===== src/rtl/riscv_pkg.sv =====
// Shared encodings for PMP/DMP checking: access types, privilege levels, domains, config bytes.
// Latency: n/a (types and pure functions only).
// Backpressure: n/a.
package riscv;

  typedef enum logic [2:0] {
    ACCESS_NONE  = 3'd0,
    ACCESS_READ  = 3'd1,
    ACCESS_WRITE = 3'd2,
    ACCESS_EXEC  = 3'd4
  } pmp_access_t;

  typedef enum logic [1:0] {
    PRIV_LVL_U = 2'd0,
    PRIV_LVL_S = 2'd1,
    PRIV_LVL_M = 2'd3
  } priv_lvl_t;

  typedef enum logic [1:0] {
    OFF   = 2'd0,
    TOR   = 2'd1,
    NA4   = 2'd2,
    NAPOT = 2'd3
  } pmp_addr_mode_t;

  typedef enum logic [1:0] {
    DOM0 = 2'd0,
    DOM1 = 2'd1,
    DOM2 = 2'd2,
    DOMI = 2'd3
  } dmp_domain_t;

  // Permission field stays a plain vector: any R/W/X combination is legal here.
  typedef struct packed {
    logic           locked;
    logic [1:0]     reserved;
    pmp_addr_mode_t addr_mode;
    logic [2:0]     access_type;
  } pmpcfg_t;

  typedef struct packed {
    logic [5:0]  reserved;
    dmp_domain_t domain;
  } dmpcfg_t;

  // DOMI on either side acts as a wildcard; otherwise the domains must agree.
  function automatic logic dmp_dom_ok(input dmp_domain_t cur, input dmp_domain_t tag);
    return (cur == DOMI) || (tag == DOMI) || (tag == cur);
  endfunction

endpackage


===== src/rtl/pmp_entry.sv =====
// Address match for a single PMP entry (OFF/TOR/NA4/NAPOT).
// Latency: combinational.
// Backpressure: none; evaluated every cycle.
module pmp_entry
  import riscv::*;
#(
  parameter int unsigned PLEN    = 56,
  parameter int unsigned PMP_LEN = 54
) (
  input  logic [PLEN-1:0]    addr,
  input  logic [PMP_LEN-1:0] conf_addr,
  input  logic [PMP_LEN-1:0] conf_addr_prev,
  input  pmp_addr_mode_t     addr_mode,
  output logic               match_o
);

  logic [PMP_LEN-1:0] a;
  logic               upper_ok;
  logic [PMP_LEN-1:0] napot_mask;
  logic               unused_lsb;

  assign a          = addr[PMP_LEN+1:2];
  assign unused_lsb = ^addr[1:0];

  // Address bits beyond the pmpaddr reach can never fall inside any region.
  if (PLEN > PMP_LEN + 2) begin : g_upper
    assign upper_ok = ~|addr[PLEN-1:PMP_LEN+2];
  end else begin : g_no_upper
    assign upper_ok = 1'b1;
  end

  // Trailing ones of conf_addr plus the first zero above them are "don't care" bits.
  always_comb begin
    logic run;
    napot_mask = '0;
    run        = 1'b1;
    for (int j = 0; j < int'(PMP_LEN); j++) begin
      napot_mask[j] = ~run;
      run           = run & conf_addr[j];
    end
  end

  // Region compare selected by the entry's addressing mode.
  always_comb begin
    match_o = 1'b0;
    unique case (addr_mode)
      OFF:     match_o = 1'b0;
      TOR:     match_o = (a >= conf_addr_prev) && (a < conf_addr);
      NA4:     match_o = (a == conf_addr);
      NAPOT:   match_o = (((a ^ conf_addr) & napot_mask) == '0);
      default: match_o = 1'b0;
    endcase
    match_o = match_o & upper_ok;
  end

endmodule


===== src/rtl/pmp.sv =====
// PMP + domain checker: priority-selects the first matching entry and gates by permission and domain.
// Latency: allow_o combinational; fault_o/fault_addr_o/fault_cnt_o registered, one cycle after the access.
// Backpressure: none; one access is checked every cycle, denials are only recorded.
module pmp
  import riscv::*;
#(
  parameter int unsigned PLEN       = 56,
  parameter int unsigned PMP_LEN    = 54,
  parameter int unsigned NR_ENTRIES = 4
) (
  input  logic               clk_i,
  input  logic               rst_i,
  input  logic [PLEN-1:0]    addr_i,
  input  pmp_access_t        access_type_i,
  input  priv_lvl_t          priv_lvl_i,
  input  dmp_domain_t        curdom_i,
  input  logic [PMP_LEN-1:0] conf_addr_i [(NR_ENTRIES > 0) ? NR_ENTRIES : 1],
  input  pmpcfg_t            pmpconf_i   [(NR_ENTRIES > 0) ? NR_ENTRIES : 1],
  input  dmpcfg_t            dmpconf_i   [(NR_ENTRIES > 0) ? NR_ENTRIES : 1],
  output logic               allow_o,
  output logic               fault_o,
  output logic [PLEN-1:0]    fault_addr_o,
  output logic [15:0]        fault_cnt_o
);

  logic denied;

  if (NR_ENTRIES == 0) begin : g_none
    assign allow_o = 1'b1;
  end else begin : g_chk
    logic [NR_ENTRIES-1:0] match;
    logic                  hit;
    pmpcfg_t               win_cfg;
    dmp_domain_t           win_dom;
    logic                  enforce;
    logic                  perm_ok;
    logic                  dom_ok;
    logic                  unused_cfg;

    for (genvar i = 0; i < int'(NR_ENTRIES); i++) begin : g_entry
      logic [PMP_LEN-1:0] prev;
      if (i == 0) begin : g_first
        assign prev = '0;
      end else begin : g_rest
        assign prev = conf_addr_i[i-1];
      end

      pmp_entry #(
        .PLEN    (PLEN),
        .PMP_LEN (PMP_LEN)
      ) u_entry (
        .addr           (addr_i),
        .conf_addr      (conf_addr_i[i]),
        .conf_addr_prev (prev),
        .addr_mode      (pmpconf_i[i].addr_mode),
        .match_o        (match[i])
      );
    end

    // Lowest-index matching entry supplies the permissions and domain tag.
    always_comb begin
      hit     = 1'b0;
      win_cfg = '0;
      win_dom = DOM0;
      for (int i = 0; i < int'(NR_ENTRIES); i++) begin
        if (!hit && match[i]) begin
          hit     = 1'b1;
          win_cfg = pmpconf_i[i];
          win_dom = dmpconf_i[i].domain;
        end
      end
    end

    // Reserved config bits carry no meaning for the check.
    always_comb begin
      unused_cfg = 1'b0;
      for (int i = 0; i < int'(NR_ENTRIES); i++) begin
        unused_cfg = unused_cfg ^ (^pmpconf_i[i].reserved) ^ (^dmpconf_i[i].reserved);
      end
    end

    assign enforce = (priv_lvl_i != PRIV_LVL_M) || win_cfg.locked;
    assign perm_ok = ((access_type_i & ~win_cfg.access_type) == 3'b000);
    assign dom_ok  = dmp_dom_ok(curdom_i, win_dom);

    // Unmatched accesses are open to M-mode only; unlocked entries never restrict M-mode.
    always_comb begin
      if (!hit) begin
        allow_o = (priv_lvl_i == PRIV_LVL_M);
      end else if (enforce) begin
        allow_o = perm_ok && dom_ok;
      end else begin
        allow_o = 1'b1;
      end
    end
  end

  // NONE requests never count as denials even when allow_o is low.
  assign denied = ~allow_o && (access_type_i != ACCESS_NONE);

  // Fault capture: pulse, last denied address, saturating denial count; reset wins.
  always_ff @(posedge clk_i) begin
    if (rst_i) begin
      fault_o      <= 1'b0;
      fault_addr_o <= '0;
      fault_cnt_o  <= '0;
    end else if (denied) begin
      fault_o      <= 1'b1;
      fault_addr_o <= addr_i;
      if (fault_cnt_o != 16'hFFFF) begin
        fault_cnt_o <= fault_cnt_o + 16'd1;
      end
    end else begin
      fault_o <= 1'b0;
    end
  end

endmodule


===== config.mk =====
export PLATFORM = sky130hd
export DESIGN_NAME = pmp
export DESIGN_NICKNAME = d
export VERILOG_FILES = /design/src/rtl/riscv_pkg.sv /design/src/rtl/pmp_entry.sv /design/src/rtl/pmp.sv
export SDC_FILE = /design/constraint.sdc
export NUM_CORES = 1
export LEC_CHECK = 0
export CELL_PAD_IN_SITES_DETAIL_PLACEMENT = 0
export CELL_PAD_IN_SITES_GLOBAL_PLACEMENT = 1
export CORE_UTILIZATION = 35
export DETAILED_ROUTE_END_ITERATION = 12
export PLACE_DENSITY_LB_ADDON = 0.1
export SLEW_MARGIN = 20
export SYNTH_ARGS = -nofsm -noshare
export SYNTH_HDL_FRONTEND = slang
export SYNTH_SLANG_ARGS = --single-unit

===== constraint.sdc =====
create_clock -name clk_i -period 15.9 [get_ports clk_i]
set_input_delay 3.18 -clock clk_i [delete_from_list [all_inputs] [get_ports clk_i]]
set_output_delay 3.18 -clock clk_i [all_outputs]
set_load 0.02 [all_outputs]

==> out/summary.txt, run 1 <==
Outcome: completed
CP endpoint: allow_o
Number of port buffers: 386
Multi-input combinational cell area: 9290 um2
Critical path's largest stage delay: 0.93 ns
Drt wl/cell: 23.6 um
Hold_buf cts: 0
Post-synthesis sequential area ratio: 12.4%
Area grow syn2layout: 40.4%
Worst path cell trace: clkdlybuf4s50_1, ha_1, nand4_1, or4_1, or4_1, nor2_1, o211ai_1, nor4_1, or2_2, a21oi_2, a221o_1, a221o_1, a41oi_1, nor2_1, clkdlybuf4s50_1
Layout cell share with drive strength beyond 1: 3.26%
Reg2reg end: fault_cnt_o[8]
Slew HR: 25.1%
RSZ-0062 raised after global routing: no
Crit path launch type: primary input
Die ar.: 34400 um2
Htree depth: 3
Synth Net Count: 2186
Post-DRT Antenna Nets: 0
NumNets Final: 2579
Post-synth ARST share: 0%
Area post-placement: 16200 um2
Register area: 1460 um2
Final Slew Violations: 0
Cell area after synthesis: 11800 um2
Final Setup Violations: 0
Fin crit period: 12.21 ns
# rows: 66
Ys flop type: dfxtp_1
First-pass GRT wire length: 83.5 mm
Worst Setup SP: addr_i[33]
Measured slew at the worst slew-check pin: 1.10 ns
Post-synth top area share: 23.1%
Hold crit path type: reg -> reg
Reg2Reg Launch Point: fault_cnt_o[6]
Yosys warnings: 0
Pre-Repair DR Iteration Count: 5
HPWL after DPL: 46.8 mm
Clock sink total: 73
GR met3 Demand/Resource: 7.12%
DRT iter0 DRCs: 1188
Critical path arrival: 9.03 ns
Leak: 7.27 nW
Power density of the placed cells: 54.3 nW/um2
GR Util met1: 43.2%
Largest net degree at the start of global routing: 86
Initial Utilization: 35.9%
Area leader, netlist: ha_1
Synth Register Bits: 73
CP Capture Type: primary output
Final instance area: 16500 um2
Worst R2R Setup Slack: 13.77 ns
Placement Setup Slack: 3.81 ns
Netlist cell types: 72
Post-CTS Setup Bufs: 0
Critical Path RT: 12.72 ns
Setup TNS: 0 ns
Setup slack after layout: 3.69 ns
Core area: 32800 um2
Fillers: 3327
Master of the slowest instance on the critical path: nor4_1
Clock latency at the later pin of the worst-skew pair: 0.38 ns
GR Overflow Total: 0
Ranking of synthesized cells by area: ha_1 23%, dfxtp_1 12%, inv_1 7.6%
Vias: 14500
Period Utilization, post-route: 76.8%
Syn avg cell area: 7.25 um2
Fin. Hold Viols: 0
Post-synth EDFFs: 0
Worst-case clock buffer depth: 2
Initial antenna violation count: 4
Setup CP Type: in -> out
Vias in the first global route: 13600
Worst-path clk slew: 0.06 ns
Vias per inst: 5.86
GP Congestion: 0.958
CTS root buf: clkbuf_16
Worst-path maximum fanout: 12
Aggregate global-route resource usage: 33.4%
WL final: 58.2 mm
Die Y-Extent: 185 um
DRC Markers: 0
Met2 Use GR: 53.1%
Num CTS Buffers: 9
TritonCTS clock tree: yes
Maximum clock rate: 81.9 MHz
Number of max-cap violations: 0
Clock skew: 0.00409 ns
Post-CTS Resized: 0
R2R depth: 7
Busiest grt layer: met2
Die X: 185 um
Mapped Cells: 1624
VDD IR max: 59.2 uV
I/O pin count: 419
where the power goes:
group          internal, W  switching, W  leakage (nW)  total, W
Combinational     0.000210      0.000255          6.53  0.000465
Sequential        0.000198    0.00000847         0.602  0.000207
Clock             0.000124      0.000101         0.145  0.000225
synthesized netlist by cell type (all sizes together) (14+ instances only):
cell type / instances
inv: 239
ha: 217
nor2: 129
a21oi: 122
nand4: 112
nand2: 99
dfxtp: 73
nand3: 72
mux2i: 58
o21ai: 57
nor4: 51
nor3: 47
o22ai: 31
and3: 23
a21o: 21
a31oi: 21
a211oi: 17
o211ai: 15
clkbuf: 14
worst min path at each step:
stage / end / cells after the start / start
4_1_cts: fault_addr_o[51] / 2 / fault_addr_o[51]
3_5_place_dp: fault_addr_o[55] / 2 / fault_addr_o[55]
2_1_floorplan: fault_cnt_o[13] / 2 / fault_cnt_o[13]
6_report: fault_addr_o[28] / 2 / fault_addr_o[28]
5_1_grt: fault_addr_o[12] / 2 / fault_addr_o[12]
3_3_place_gp: fault_addr_o[1] / 2 / fault_addr_o[1]
per-stage QoR:
| stage | utilization [%] | std cells | hold WS (ns) | total power (W) |
|---|---|---|---|---|
| 4_1_cts | 50.4 | 2464 | 0.500 | 0.000898 |
| 3_3_place_gp | 49.5 | 2448 | 0.473 | 0.000666 |
| 2_1_floorplan | - | 1624 | 0.567 | 0.000446 |
| 3_5_place_dp | 49.5 | 2448 | 0.485 | 0.000668 |
| 6_report | 50.4 | 2466 | 0.496 | 0.000897 |
| 5_1_grt | 50.4 | 2464 | 0.518 | 0.000952 |
flip-flops by register name, summed over array words and instances, names as in the netlist:
register,cells
fault_cnt_o,16
fault_o,1
fault_addr_o,56
cells by family after synthesis:
| logic type | after synthesis | synth area share [%] |
|---|---|---|
| buffers and inverters | 264 | 8.81 |
| AO/OA/AOI/OAI | 390 | 21.9 |
| adder cells (fa/ha/maj) | 217 | 23.1 |
| multiplexers | 69 | 5.98 |
| AND/OR/NAND/NOR | 611 | 27.8 |
| flip-flops | 73 | 12.4 |
placed cells by master, fill, tap and decap left out, drive strengths merged, types with 12 or more instances in the layout:
master	n
clkdlybuf4s50	385
inv	243
ha	217
nor2	129
a21oi	122
nand4	112
nand2	99
dfxtp	73
nand3	72
mux2i	58
o21ai	57
nor4	51
nor3	47
o22ai	31
and3	23
buf	22
a21o	21
a31oi	21
a211oi	17
o211ai	15
nor2b	13
or4	12
nand2b	12
o2111ai	12
a22oi	12
cell type report:
type | count | area share, %
Antenna cell | 2 | 0.0303
Clock buffer | 9 | 1.36
Clock inverter | 7 | 0.500
Inverter | 239 | 5.43
Multi-Input combinational cell | 1287 | 56.2
Sequential cell | 73 | 8.84
Tap cell | 442 | 3.35
Timing Repair Buffer | 407 | 24.3
routing by layer:
layer  wire length (um)  part of all wire [%]
met5                 45                 0.077
met4               2340                   4.0
met2              25400                    44
met1              25600                    44
met3               4840                   8.3
critical path: cells and delay by family:
| kind | cells | cell delay, ns |
|---|---|---|
| compound gates | 5 | 1.18 |
| buf+inv | 2 | 1.30 |
| fa+ha+maj | 1 | 0.58 |
| simple gates | 7 | 2.78 |
No activity file was read; power rests on OpenSTA's default activity.
==> run 2: changes to the inputs <==
Settings changed: CORE_UTILIZATION 35 to 33.
Clock period 15.9 ns to 11.35 ns, I/O delays scaled along.
==> out/summary.txt, run 2 (synthesis gave the netlist of run 1 again) <==
Outcome: completed
Multi-input combinational cell area: 9290 um2 (unchanged)
Master of the slowest instance on the critical path: clkdlybuf4s50_1
Num CTS Buffers: 9 (unchanged)
Core Util, Final: 47.5% (-2.9 points)
Number of max-cap violations: 0 (unchanged)
Setup TNS: 0 ns (unchanged)
Area grow syn2layout: 40.3% (about the same)
I/O pin count: 419 (unchanged)
WL final: 58.5 mm (+0.51%)
CP delay by family, top: simple AND/OR/NAND/NOR gates
Comb pwr share: 51.5% (-0.4 points)
Top reg by flops: fault_addr_o
Tot Pwr: 0.00126 W (+41%)
Post-CTS Setup Bufs: 0 (unchanged)
Power density of the placed cells: 76.3 nW/um2 (+41%)
Final instance area: 16500 um2 (about the same)
Int Power: 0.000745 W (+40%)
Setup CP Type: in -> out
Measured slew at the worst slew-check pin: 1.04 ns (-0.0506 ns)
Critical path buffer and inverter count: 3 (+1)
Net Sw Power: 0.000516 W (+42%)
Core area: 34800 um2 (+6.1%)
Clock skew: 0.0102 ns (+0.00612 ns)
Initial Utilization: 33.8% (-2.1 points)
Area post-placement: 16200 um2 (about the same)
Period Utilization, post-route: 88.4%
Post-DRT Antenna Nets: 0 (unchanged)
Worst hold slack: 0.499 ns (+0.00269 ns)
Register share of total power: 23.0% (about the same)
Die ar.: 36400 um2 (+6.0%)
Aggregate global-route resource usage: 31.4% (-2.0 points)
Vias: 14300 (-0.92%)
VDD IR max: 75.1 uV (+27%)
Leak: 7.26 nW (-0.19%)
CP endpoint: allow_o
Biggest regs: fault_addr_o (56), fault_cnt_o (16), fault_o (1)
Critical path's largest stage delay: 0.78 ns (-0.15 ns)
Critical path arrival: 7.77 ns (-1.26 ns)
RSZ-0062 raised after global routing: no
Clock latency at the later pin of the worst-skew pair: 0.37 ns (about the same)
Pre-Repair DR Iteration Count: 5 (unchanged)
GP Congestion: 0.953 (-0.58%)
Final Slew Violations: 0 (unchanged)
Worst Setup SP: addr_i[33]
Worst-path maximum fanout: 12 (unchanged)
NumNets Final: 2575 (-0.16%)
GR Util met1: 41.0% (-2.3 points)
Maximum clock rate: 99.6 MHz
Fin crit period: 10.04 ns
Worst R2R Setup Slack: 9.18 ns (-4.59 ns)
Crit. path cell count: 16 (+1)
HPWL after DPL: 47.2 mm (+0.85%)
Switching portion of total power: 40.9% (+0.29 points)
Vias in the first global route: 13600 (-0.044%)
Clock sink total: 73 (unchanged)
CTS root buf: clkbuf_16
Register area: 1460 um2 (unchanged)
Worst-case clock buffer depth: 2 (unchanged)
CP Capture Type: primary output
Hold crit path type: reg -> reg
DRT iter0 DRCs: 939 (-21%)
Max FFs per register: 56 (unchanged)
Post-CTS Resized: 0 (unchanged)
Fin. Hold Viols: 0 (unchanged)
Worst path cell trace: clkdlybuf4s50_1, ha_1, nand4_1, or4_1, or4_1, nor2_1, o211ai_1, nor4_1, buf_4, or2_2, a21oi_2, a221o_1, a221o_1, a41oi_1, nor2_1, clkdlybuf4s50_1
Worst-path clk slew: 0.06 ns (about the same)
Busiest grt layer: met2
Startpoint of the worst hold path: fault_addr_o[38]
Commonest non-fill, non-tap cell in the layout: clkdlybuf4s50_1
Clock power frac: 25.6% (+0.5 points)
Number of port buffers: 386 (unchanged)
Critical Path RT: 9.08 ns (-3.64 ns)
Die Y-Extent: 191 um (+3.0%)
Htree depth: 3 (unchanged)
Commonest cells after routing, fill and taps aside: 385 x clkdlybuf4s50_1, 239 x inv_1, 217 x ha_1
Drt wl/cell: 23.6 um (+0.19%)
# rows: 68 (+3.0%)
TritonCTS clock tree: yes
Die X: 191 um (+3.0%)
Hold_buf cts: 0 (unchanged)
Fillers: 3523 (+5.9%)
GR Overflow Total: 0 (unchanged)
Crit path launch type: primary input
Reg2reg end: fault_cnt_o[10]
Reg2Reg Launch Point: fault_cnt_o[7]
R2R depth: 7 (unchanged)
Layout cell share with drive strength beyond 1: 3.07% (-0.19 points)
Largest net degree at the start of global routing: 86 (unchanged)
GR met3 Demand/Resource: 5.72% (-1.4 points)
DRC Markers: 0 (unchanged)
Initial antenna violation count: 4 (unchanged)
Vias per inst: 5.79 (-1.2%)
Final Setup Violations: 0 (unchanged)
Slew HR: 28.6% (+3.5 points)
Met2 Use GR: 49.5% (-3.5 points)
First-pass GRT wire length: 83.5 mm (about the same)
## run 2: changes by cell type in the layout (fill, tap and decap cells not counted)
cell	previous run	this run
diode_2	2	1
clkinv_8	0	1
inv_6	3	2
buf_4	21	17
inv_8	1	0
clkinv_4	0	2
clkinvlp_4	2	1
## run 2: worst min-delay path by stage
stage,slack [ns],endpoint,cells past startpoint
floorplan,0.57,fault_cnt_o[13],2
finish,0.50,fault_addr_o[38],2
CTS,0.50,fault_addr_o[26],2
detailed placement,0.48,fault_addr_o[2],2
global route,0.52,fault_addr_o[35],2
global placement,0.47,fault_addr_o[0],2
## run 2: per-stage QoR
step | std cells | setup slack, ns
2_1_floorplan | 1624 | 3.38
3_3_place_gp | 2457 | 1.43
3_5_place_dp | 2457 | 1.36
4_1_cts | 2473 | 1.35
5_1_grt | 2473 | 1.09
6_report | 2474 | 1.31
## run 2: metal layers
metal	vias to the layer above	share of wire, %	routed length (um)
met5	-	0.039	23
met4	4	4.6	2680
met3	106	7.8	4580
met2	616	44	25500
met1	6692	44	25700
li1	6911	-	-
## run 2: cell type report
class | instances | area share [%]
sequential | 73 | 8.85
clock inverter | 7 | 0.538
tap | 455 | 3.45
timing repair buffer | 403 | 24.1
clock buffer | 9 | 1.36
multi-input combinational | 1287 | 56.2
antenna | 1 | 0.0151
inverter | 239 | 5.43
## run 2: power groups by stage
stage / clock network, W / logic (W) / registers [W]
final: 0.000322 / 0.000649 / 0.000290
after global routing: 0.000339 / 0.000702 / 0.000292
after CTS: 0.000332 / 0.000644 / 0.000290
after detailed placement: 0 / 0.000641 / 0.000296
after global placement: 0 / 0.000638 / 0.000294
after floorplan: 0 / 0.000304 / 0.000321
## run 2: worst min-delay path: stages (launching register included)
cell	delay, ns
dfxtp_1	0.33
mux2i_1	0.07
nor2_1	0.07
==> run 3: changes to the inputs <==
==> constraint.sdc (replaced) <==
create_clock -name clk_i -period 11.35 [get_ports clk_i]
set_input_delay 1.135 -clock clk_i [delete_from_list [all_inputs] [get_ports clk_i]]
set_output_delay 1.135 -clock clk_i [all_outputs]
set_load 0.02 [all_outputs]
==> out/summary.txt, run 3 (synthesis gave the netlist of run 1 again) <==
Top reg by flops: fault_addr_o
First-pass GRT wire length: 83.9 mm (+0.50%)
Register share of total power: 22.9% (about the same)
Max FFs per register: 56 (unchanged)
GR Overflow Total: 0 (unchanged)
Worst hold slack: 0.497 ns (-0.00127 ns)
Initial Utilization: 33.8% (unchanged)
WL final: 58.9 mm (+0.67%)
DRC Markers: 0 (unchanged)
Multi-input combinational cell area: 9290 um2 (unchanged)
Pre-Repair DR Iteration Count: 5 (unchanged)
Setup slack after layout: 3.12 ns (+1.81 ns)
Clock power frac: 25.5% (about the same)
Comb pwr share: 51.5% (about the same)
Critical path arrival: 7.10 ns (-0.67 ns)
GP Congestion: 0.954 (+0.20%)
HPWL after DPL: 47.4 mm (+0.46%)
Post-CTS Resized: 0 (unchanged)
Post-route insts no fill: 2470 (-0.16%)
Setup TNS: 0 ns (unchanged)
VDD IR max: 72.6 uV (-3.4%)
Num CTS Buffers: 9 (unchanged)
Die X: 191 um (unchanged)
Die Y-Extent: 191 um (unchanged)
Master of the slowest instance on the critical path: nor4_1
Worst-path clk slew: 0.07 ns (about the same)
Leak: 7.23 nW (-0.42%)
TritonCTS clock tree: yes
Maximum clock rate: 121 MHz (+22%)
Final instance area: 16500 um2 (-0.24%)
I/O pin count: 419 (unchanged)
Drt wl/cell: 23.8 um (+0.84%)
# rows: 68 (unchanged)
Largest net degree at the start of global routing: 86 (unchanged)
Slew HR: 19.2% (-9.4 points)
RSZ-0062 raised after global routing: no
Worst-case clock buffer depth: 2 (unchanged)
Vias in the first global route: 13600 (-0.074%)
Clock latency at the later pin of the worst-skew pair: 0.37 ns (about the same)
Register area: 1460 um2 (unchanged)
CP Capture Type: primary output
Post-DRT Antenna Nets: 0 (unchanged)
CP delay by family, top: simple AND/OR/NAND/NOR gates
Final Slew Violations: 0 (unchanged)
Critical path's largest stage delay: 1.02 ns (+0.24 ns)
Die ar.: 36400 um2 (unchanged)
Biggest regs: fault_addr_o (56), fault_cnt_o (16), fault_o (1)
Net Sw Power: 0.000519 W (+0.59%)
Switching portion of total power: 41.1% (+0.16 points)
Initial antenna violation count: 3 (-1)
Core area: 34800 um2 (unchanged)
Area grow syn2layout: 40.0%
Area post-placement: 16200 um2 (-0.28%)
Worst-path maximum fanout: 12 (unchanged)
Aggregate global-route resource usage: 31.6% (+0.19 points)
Crit path launch type: primary input
Setup CP Type: in -> out
Vias: 14300 (-0.14%)
Worst R2R Setup Slack: 9.18 ns (about the same)
Commonest non-fill, non-tap cell in the layout: clkdlybuf4s50_1
Period Utilization, post-route: 72.5% (-16 points)
Number of max-cap violations: 0 (unchanged)
CTS root buf: clkbuf_16
NumNets Final: 2569 (-0.23%)
Critical path buffer and inverter count: 2 (-1)
DRT iter0 DRCs: 1035 (+10%)
Critical Path RT: 10.22 ns (+1.14 ns)
Clock skew: 0.00288 ns (-0.00733 ns)
Fin crit period: 8.23 ns (-1.81 ns)
Outcome: completed
Fillers: 3552 (+0.82%)
Placed insts: 2451 (-0.24%)
Fin. Hold Viols: 0 (unchanged)
Commonest cells after routing, fill and taps aside: 385 x clkdlybuf4s50_1, 239 x inv_1, 217 x ha_1
Hold crit path type: reg -> reg
Htree depth: 3 (unchanged)
Clock sink total: 73 (unchanged)
Placement Setup Slack: 3.23 ns (+1.86 ns)
Power density of the placed cells: 76.7 nW/um2 (+0.45%)
Post-CTS Setup Bufs: 0 (unchanged)
Final Setup Violations: 0 (unchanged)
Layout cell share with drive strength beyond 1: 2.78% (-0.29 points)
Measured slew at the worst slew-check pin: 1.20 ns (+0.156 ns)
Vias per inst: 5.79 (about the same)
Int Power: 0.000745 W (about the same)
Worst path cell trace: clkdlybuf4s50_1, ha_1, nand4_1, or4_1, or4_1, nor2_1, o211ai_1, nor4_1, or2_2, a21oi_2, a221o_1, a221o_1, a41oi_1, nor2_1, clkdlybuf4s50_1
Hold_buf cts: 0 (unchanged)
Number of port buffers: 386 (unchanged)
[run 3: cell type report]
cell class,instances,area share [%]
tap,455,3.45
clock inverter,7,0.539
antenna,3,0.0456
inverter,239,5.44
sequential,73,8.87
clock buffer,9,1.37
multi-input combinational,1287,56.4
timing repair buffer,397,23.9
[run 3: routing by layer]
| layer | GRT usage [%] | vias up | part of all wire, % |
|---|---|---|---|
| met4 | 13.9 | 4 | 4.2 |
| li1 | - | 6897 | - |
| met1 | 41.3 | 6687 | 43 |
| met2 | 49.9 | 620 | 44 |
| met5 | 0 | - | 0.037 |
| met3 | 6.00 | 101 | 8.2 |
[run 3: tightest hold or removal path, delay by kind of cell (launching register included)]
| kind | cells | cell delay [ns] |
|---|---|---|
| DFF | 1 | 0.33 |
| and+or+nand+nor | 1 | 0.07 |
| muxes | 1 | 0.07 |
[run 3: path summary, 6_finish.rpt]
| kind | startpoint | to | depth (start not counted) |
|---|---|---|---|
| worst max register to register | fault_cnt_o[6] | fault_cnt_o[10] | 7 |
| worst min register to register | fault_addr_o[7] | fault_addr_o[7] | 2 |
| worst max-delay path | addr_i[39] | allow_o | 15 |
| worst min-delay path | fault_addr_o[7] | fault_addr_o[7] | 2 |
[run 3: power by group through the flow]
stage | registers, W | logic (W) | clock network (W)
6_report | 0.000290 | 0.000651 | 0.000323
5_1_grt | 0.000292 | 0.000703 | 0.000341
4_1_cts | 0.000290 | 0.000645 | 0.000331
3_5_place_dp | 0.000296 | 0.000641 | 0
3_3_place_gp | 0.000295 | 0.000638 | 0
2_1_floorplan | 0.000321 | 0.000304 | 0
[run 3: stage by stage]
stage               utilization, %  power, W
finish                        47.4   0.00126
global route                  47.3   0.00134
CTS                           47.3   0.00127
detailed placement            46.4  0.000937
global placement              46.4  0.000932
floorplan                        -  0.000625
